[src/rtl/capture_crop_scale_pkg.sv]
// Shared types and helpers for the camera capture / crop / scale front end.
package cap_pkg;
  typedef enum logic [1:0] {IDLE, ARMED, CAPT, DONE} cap_state_e;

  localparam int MAX_SCALE = 7;

  // Only 1, 2 and 4 are averaged; other factors fall back to decimation.
  function automatic logic [1:0] log2_scale(input logic [2:0] s);
    case (s)
      3'd2:    return 2'd1;
      3'd4:    return 2'd2;
      default: return 2'd0;
    endcase
  endfunction
endpackage

[src/rtl/cap_scale_acc.sv]
// Per-channel group accumulator: emits either the first pixel of a horizontal
// group (decimate) or the group sum shifted down by log2(scale) (average).
module cap_scale_acc #(
  parameter int PW = 8
) (
  input  logic          clk,
  input  logic          rstn,
  input  logic          i_en,
  input  logic          i_first,
  input  logic          i_done,
  input  logic          i_avg,
  input  logic [1:0]    i_sh,
  input  logic [PW-1:0] i_pix,
  output logic [PW-1:0] o_pix
);
  logic [PW+1:0] r_sum, w_sum, w_avg;
  logic [PW-1:0] r_first, r_out;

  assign w_sum = i_first ? {2'b00, i_pix} : r_sum + {2'b00, i_pix};
  assign w_avg = w_sum >> i_sh;
  assign o_pix = r_out;

  always_ff @(posedge clk or negedge rstn) begin
    if (!rstn) begin
      r_sum   <= '0;
      r_first <= '0;
      r_out   <= '0;
    end else begin
      if (i_en) begin
        r_sum <= w_sum;
        if (i_first) r_first <= i_pix;
      end
      if (i_done) r_out <= i_avg ? w_avg[PW-1:0] : (i_first ? i_pix : r_first);
    end
  end
endmodule

[src/rtl/capture_crop_scale.sv]
// Camera capture front end: crops a window from the raster stream, scales it
// down by an integer factor and writes packed pixels linearly into the frame buffer.
module capture_crop_scale
  import cap_pkg::*;
#(
  parameter int PW = 8,
  parameter int CH = 1,
  parameter int XW = 11,
  parameter int YW = 10,
  parameter int AW = 16
) (
  input  logic             clk,
  input  logic             rstn,
  input  logic [2:0]       cfg_scale,
  input  logic             cfg_avg,
  input  logic             cfg_cont,
  input  logic [XW-1:0]    cfg_x,
  input  logic [YW-1:0]    cfg_y,
  input  logic [XW-1:0]    cfg_w,
  input  logic [YW-1:0]    cfg_h,
  input  logic [AW-1:0]    cfg_base,
  input  logic             arm,
  input  logic             cam_vsync_i,
  input  logic             cam_href_i,
  input  logic [CH*PW-1:0] cam_data_i,
  output logic             cenb_frame_buf,
  output logic [AW-1:0]    ab_frame_buf,
  output logic [CH*PW-1:0] db_frame_buf,
  output logic             capture_ready,
  output logic             short_frame,
  output logic             busy
);
  localparam int SW = $clog2(MAX_SCALE + 1);
  localparam int WW = XW + YW;

  cap_state_e       r_state;
  logic             r_vs1, r_vs2, r_vs3, r_hr1, r_hr2, r_hr3, r_pend;
  logic [CH*PW-1:0] r_d1, r_d2, w_acc;
  logic [SW-1:0]    r_scale, r_gcnt, r_lcnt;
  logic             r_avg, r_cont;
  logic [XW-1:0]    r_x, r_w, r_cnt_h;
  logic [YW-1:0]    r_y, r_h, r_cnt_v;
  logic [WW-1:0]    r_wh, r_wcnt;
  logic [1:0]       r_vld_pipe;
  logic [XW:0]      w_xend;
  logic [YW:0]      w_yend;
  logic             w_vs_fall, w_vs_rise, w_hr_fall, w_first, w_gdone;
  logic             w_in_win, w_wr, w_full, w_start, w_avg_en;
  logic [1:0]       w_sh;

  always_ff @(posedge clk or negedge rstn) begin
    if (!rstn) begin
      {r_vs1, r_vs2, r_vs3, r_hr1, r_hr2, r_hr3} <= '0;
      r_d1 <= '0;
      r_d2 <= '0;
    end else begin
      {r_vs3, r_vs2, r_vs1} <= {r_vs2, r_vs1, cam_vsync_i};
      {r_hr3, r_hr2, r_hr1} <= {r_hr2, r_hr1, cam_href_i};
      r_d1 <= cam_data_i;
      r_d2 <= r_d1;
    end
  end

  assign w_vs_fall = r_vs3 & ~r_vs2;
  assign w_vs_rise = ~r_vs3 & r_vs2;
  assign w_hr_fall = r_hr3 & ~r_hr2;
  assign w_start   = (r_state == ARMED) && w_vs_fall;
  assign w_first   = r_hr2 && (r_gcnt == '0);
  assign w_gdone   = r_hr2 && (r_gcnt == r_scale - SW'(1));
  assign w_sh      = log2_scale(r_scale);
  assign w_avg_en  = r_avg && (r_scale == SW'(1) || r_scale == SW'(2) || r_scale == SW'(4));

  // Window bounds carry one extra bit so x+w / y+h never wrap.
  assign w_xend   = {1'b0, r_x} + {1'b0, r_w};
  assign w_yend   = {1'b0, r_y} + {1'b0, r_h};
  assign w_in_win = (r_cnt_h >= r_x) && ({1'b0, r_cnt_h} < w_xend) &&
                    (r_cnt_v >= r_y) && ({1'b0, r_cnt_v} < w_yend) && (r_lcnt == '0);
  assign w_wr     = w_gdone && w_in_win && (r_state == CAPT) && (r_wcnt < r_wh);
  assign w_full   = (r_wh != '0) && (r_wcnt == r_wh);

  always_ff @(posedge clk or negedge rstn) begin
    if (!rstn) begin
      r_gcnt  <= '0;
      r_cnt_h <= '0;
      r_lcnt  <= '0;
      r_cnt_v <= '0;
    end else begin
      if (!r_hr2) begin
        r_gcnt  <= '0;
        r_cnt_h <= '0;
      end else if (w_gdone) begin
        r_gcnt  <= '0;
        r_cnt_h <= r_cnt_h + XW'(1);
      end else begin
        r_gcnt  <= r_gcnt + SW'(1);
      end
      if (w_vs_fall) begin
        r_lcnt  <= '0;
        r_cnt_v <= '0;
      end else if (w_hr_fall) begin
        if (r_lcnt == r_scale - SW'(1)) begin
          r_lcnt  <= '0;
          r_cnt_v <= r_cnt_v + YW'(1);
        end else begin
          r_lcnt  <= r_lcnt + SW'(1);
        end
      end
    end
  end

  for (genvar c = 0; c < CH; c++) begin : g_ch
    cap_scale_acc #(.PW(PW)) u_acc (
      .clk     (clk),
      .rstn    (rstn),
      .i_en    (r_hr2),
      .i_first (w_first),
      .i_done  (w_gdone),
      .i_avg   (w_avg_en),
      .i_sh    (w_sh),
      .i_pix   (r_d2[c*PW +: PW]),
      .o_pix   (w_acc[c*PW +: PW])
    );
  end

  always_ff @(posedge clk or negedge rstn) begin
    if (!rstn) begin
      r_state       <= IDLE;
      r_pend        <= 1'b0;
      busy          <= 1'b0;
      capture_ready <= 1'b0;
      short_frame   <= 1'b0;
      r_wcnt        <= '0;
      r_wh          <= '0;
      r_scale       <= SW'(1);
      r_avg         <= 1'b0;
      r_cont        <= 1'b0;
      r_x           <= '0;
      r_y           <= '0;
      r_w           <= '0;
      r_h           <= '0;
    end else begin
      capture_ready <= 1'b0;
      if (arm) short_frame <= 1'b0;
      if (w_wr) r_wcnt <= r_wcnt + WW'(1);
      case (r_state)
        IDLE: if (arm) begin
          r_state <= ARMED;
          busy    <= 1'b1;
        end
        ARMED: if (w_vs_fall) begin
          r_state <= CAPT;
          r_wcnt  <= '0;
          r_scale <= (cfg_scale == '0) ? SW'(1) : cfg_scale;
          r_avg   <= cfg_avg;
          r_cont  <= cfg_cont;
          r_x     <= cfg_x;
          r_y     <= cfg_y;
          r_w     <= cfg_w;
          r_h     <= cfg_h;
          r_wh    <= WW'(cfg_w) * WW'(cfg_h);
        end
        CAPT: begin
          if (arm) r_pend <= 1'b1;
          if (w_full || w_vs_rise) begin
            r_state     <= DONE;
            short_frame <= (r_wcnt != r_wh);
          end
        end
        DONE: begin
          capture_ready <= 1'b1;
          r_pend        <= 1'b0;
          if (r_cont || r_pend || arm) begin
            r_state <= ARMED;
          end else begin
            r_state <= IDLE;
            busy    <= 1'b0;
          end
        end
        default: r_state <= IDLE;
      endcase
    end
  end

  // Stage 0 holds the registered group result, stage 1 is the SRAM write cycle.
  always_ff @(posedge clk or negedge rstn) begin
    if (!rstn) begin
      r_vld_pipe   <= '0;
      db_frame_buf <= '0;
      ab_frame_buf <= '0;
    end else begin
      r_vld_pipe <= {r_vld_pipe[0], w_wr};
      if (r_vld_pipe[0]) db_frame_buf <= w_acc;
      if (w_start) ab_frame_buf <= cfg_base;
      else if (r_vld_pipe[1]) ab_frame_buf <= ab_frame_buf + AW'(1);
    end
  end

  assign cenb_frame_buf = ~r_vld_pipe[1];
endmodule

[config.mk]
export PLATFORM = sky130hd
export DESIGN_NAME = capture_crop_scale
export DESIGN_NICKNAME = d
export VERILOG_FILES = /design/src/rtl/capture_crop_scale_pkg.sv /design/src/rtl/cap_scale_acc.sv /design/src/rtl/capture_crop_scale.sv
export SDC_FILE = /design/constraint.sdc
export NUM_CORES = 1
export LEC_CHECK = 0
export CORE_MARGIN = 5
export CORE_UTILIZATION = 55
export CTS_CLUSTER_DIAMETER = 80
export DETAILED_ROUTE_END_ITERATION = 16
export PLACE_DENSITY = 0.78
export RECOVER_POWER = 25
export SLEW_MARGIN = 30
export SYNTH_ARGS = -nofsm -noshare
export SYNTH_HDL_FRONTEND = slang
export SYNTH_SLANG_ARGS = --single-unit
export TNS_END_PERCENT = 10
[constraint.sdc]
create_clock -name clk -period 3.9 [get_ports clk]
set_input_delay 0.78 -clock clk [delete_from_list [all_inputs] [get_ports clk]]
set_output_delay 0.78 -clock clk [all_outputs]
set_load 0.01 [all_outputs]
==> qor.csv <==
stage,metric,value,unit
logic_synthesis,ys flop type,dfrtp_1,
setup_path,reg2reg start,r_w[0]$_DFFE_PN0P_,
logic_synthesis,ys async rst share,1.000,
power_and_ir_drop,Pwr Total,13690,uW
setup_path,crit-path cells,buf_4 -> buf_6 -> buf_12 -> nand2_4 -> fa_1 -> inv_1 -> fa_1 -> inv_1 -> fa_1 -> inv_1 -> fa_1 -> inv_2 -> fa_2 -> inv_2 -> ha_4 -> buf_4 -> nand3_1 -> o2111ai_4 -> nand3_2 -> o21ai_2 -> or4_1 -> nand3_1,
sta,Tmin final,5040,ps
global_routing,vias in the first global route,13063,
sta,# setup viols final,36,
final_layout,"commonest non-fill, non-tap cells in the layout","dfrtp_1, nand2_1, ha_1",
clocking,H-tree depth,4,
die,core area,0.02710,mm^2
setup_path,critical path startpoint category,input pin,
clocking,CTS sink count,196,
clocking,CTS Buf Count,17,
status,run status,"complete, but fails checks",
logic_synthesis,Syn Area/Cell,9.459,um^2
clocking,Clock transition at path regs,80,ps
setup_path,CP dominant cell by count,fa_1,
sta,worst slew pin tran,2792,ps
sta,Slew headroom,-0.8614,
sta,fmax,198.4,MHz
clocking,Clock Root Buffer,clkbuf_16,
place,PortBufs,103,
min_path,Hold EP,r_d2[1]$_DFF_PN0_,
route,Vias,12648,
setup_path,Worst EP arrival,5420,ps
setup_path,CP top delay family,adder cells,
logic_synthesis,unique cell type count in the Yosys netlist,70,
global_routing,Congestion Overflow GR,0,
logic_synthesis,synthesized net count,1919,
power_and_ir_drop,Max IR drop VDD,0.0005820,V
logic_synthesis,sequential element share of the synthesized area,0.3225,
route,Via-to-Cell Ratio,5.781,
final_layout,layout cell share with drive strength beyond 1,0.1928,
status,failing checks,"max-capacitance violations, max-slew violations, negative setup slack",
setup_path,crit-path max FO,4,
logic_synthesis,"flops & latches, synth",196,
die,Die W,176.3,um
route,total wire length,39030,um
final_layout,fin area,0.01877,mm^2
die,Top Ports,104,
place,placed cell area,0.01758,mm^2
clocking,Worst-Skew Late Latency,440,ps
final_layout,Nets,2113,
sta,RSZ-0062 raised after global routing,true,
setup_path,crit path from,cfg_h[2],
route,Avg WL per Cell,17.84,um
min_path,HP Class,reg -> reg,
logic_synthesis,Yosys warnings,0,
setup_path,Setup CP Type,in -> reg,
setup_path,Worst path slowest cell,fa_1,
place,routability cong.,0.9085,
die,Die Y,176.3,um
global_routing,first-pass GRT wire length,64490,um
power_and_ir_drop,leakage,0.008786,uW
setup_path,WP buf/inv,9,
flow_run,Max Cap Viol,1,
min_path,hold path cells,0,
final_layout,Syn-to-layout area delta,23.37,%
route,DR pass1 iterations,5,
logic_synthesis,"EDFF count, synth",0,
route,Residual DRC,0,
setup_path,largest stage delay on the critical path,560,ps
setup_path,RR Endpoint,r_wcnt[14]$_DFF_PN0_,
global_routing,initial antenna violation count,0,
place,worst slack at placement,-2126,ps
final_layout,"most common cell after layout, fill and taps aside",dfrtp_1,
logic_synthesis,Post-Synthesis Cells,1608,
logic_synthesis,synthesized area,0.01521,mm^2
clocking,CTS tree,done,
setup_path,worst-case reg-to-reg path depth,18,
sta,Final WS setup,-1140,ps
die,die area,0.03108,mm^2
route,drt first-iter violations,886,
sta,worst clock skew,12.62,ps
setup_path,R2R Setup Slk,-380,ps
setup_path,Critical Path End Type,flip-flop,
clocking,Clock Tree Buf Depth,2,
global_routing,largest net degree at the start of global routing,106,
sta,final worst-path cycle share,1.292,
global_routing,GRT Total Usage,0.2532,
die,Initial Util,0.5613,
power_and_ir_drop,power density over the cells,729.6,mW/mm^2
place,detailed placement HPWL,28560,um
die,row count,60,
route,remaining antenna violation count,0,
min_path,Worst Hold Launch,r_d1[1]$_DFF_PN0_,
sta,Slew Limit Fails,52,
final_layout,final core occ,0.6924,
setup_path,CP required,4280,ps
sta,Final Hold Vio Count,0,
==> worst max path at each step <==
stage	to	cells past startpoint
2_1_floorplan	r_wh[18]$_DFFE_PN0P_	18
3_3_place_gp	r_wh[18]$_DFFE_PN0P_	17
3_5_place_dp	r_wh[18]$_DFFE_PN0P_	17
4_1_cts	r_wh[17]$_DFFE_PN0P_	18
5_1_grt	r_wh[17]$_DFFE_PN0P_	20
6_report	r_wh[19]$_DFFE_PN0P_	22
==> area by class of cell <==
cell class | count | area [um^2]
Clock inverter | 14 | 137.6
Tap cell | 372 | 465.4
Antenna cell | 1 | 2.502
Sequential cell | 196 | 4906
Inverter | 157 | 589.3
Fill cell | 1970 | 8335
Clock buffer | 18 | 439.2
Multi-Input combinational cell | 1188 | 10020
Timing Repair Buffer | 242 | 2203
==> sequential cells by signal (all words and copies together), names as in the netlist, 2 cells and up <==
name                flops
r_x                    11
r_d1                    8
r_y                    10
db_frame_buf            8
g_ch.u_acc.r_first      8
g_ch.u_acc.o_pix        8
r_scale                 3
r_cnt_v                10
r_cnt_h                11
r_vld_pipe              2
r_h                    10
g_ch.u_acc.r_sum       10
r_w                    11
r_state                 2
r_gcnt                  3
r_lcnt                  3
ab_frame_buf           16
r_d2                    8
r_wcnt                 21
r_wh                   21
==> stage by stage <==
step,hold slack [ps],instances,setup TNS (ps)
after floorplan,331.2,1608,-17100
after global placement,331.6,2132,-37780
after detailed placement,336.3,2132,-41960
after CTS,354.3,2182,-16260
after global routing,359.5,2187,-57520
final,352.5,2188,-16810
==> cells by family (layout without fill, tap and decap cells) <==
group	after synthesis	after routing	share of synthesized area
other	0	1	0
AND/OR/NAND/NOR	541	541	0.1862
adder cells (fa/ha/maj)	235	235	0.2293
buffers and inverters	224	431	0.05668
multiplexers	67	67	0.04746
flip-flops	196	196	0.3225
AO/OA/AOI/OAI	281	281	0.1190
XOR/XNOR	64	64	0.03874
==> power breakdown <==
part / internal, uW / switching [uW] / leakage [uW]
registers: 2670 / 499 / 0.00245
logic: 4180 / 4600 / 0.00605
clock network: 869 / 876 / 0.000286
==> what timing repair did <==
action / CTS / global route
setup buffers: 17 / 7
resized for setup: 134 / 63
pin swaps: 63 / 30
cloned: 1 / 0
hold buffers: 0 / 0
setup endpoints to repair: 38 / 38
==> routing by layer <==
metal / vias up / GRT usage / wire, um
met3: 73 / 0.04732 / 2322
met1: 6271 / 0.3371 / 16820
li1: 5916 / - / -
met5: - / 0 / 0
met2: 388 / 0.4278 / 19080
met4: 0 / 0.06790 / 804
==> Yosys cell counts, drive strengths merged (6+ instances only) <==
cell     count  area share
buf         12      0.0044
nor3        21      0.0077
a31oi        8      0.0033
xor2        33       0.019
nor2b       14      0.0058
dfrtp      195        0.32
or3         10      0.0041
nand4       27       0.011
o21ai       91       0.030
o21bai       8      0.0039
and2        71       0.029
inv        157       0.039
o31ai        9      0.0044
nor2        73       0.018
mux2i       26       0.017
and4        10      0.0058
nor4        24       0.018
a211oi       9      0.0044
mux2        41       0.030
nand2b      29       0.012
nand3       31       0.010
nand2      198       0.049
a21o        14      0.0069
o2111ai      8      0.0050
fa          73       0.096
and3        16      0.0066
xnor2       29       0.017
ha         162        0.13
a2111oi      6      0.0035
a21oi       64       0.021
o21a        12      0.0059
clkbuf      55       0.014
==> worst register-to-register path, cell delays in order, from the launching register on <==
cell and delay, ps:
dfrtp_1 400, ha_2 200, fa_2 350, a21o_1 170, a21oi_2 150, o21bai_1 100, a21oi_2 210, o21ai_2 120
a2111oi_2 310, nor3_1 100, ha_2 190, or4_4 490, nand3b_1 190, nand4_1 110, a31o_4 160, o2111ai_4 120
buf_12 240, nor4_2 290, mux2i_1 280
Note: power is estimated with default switching activity, not from simulation.
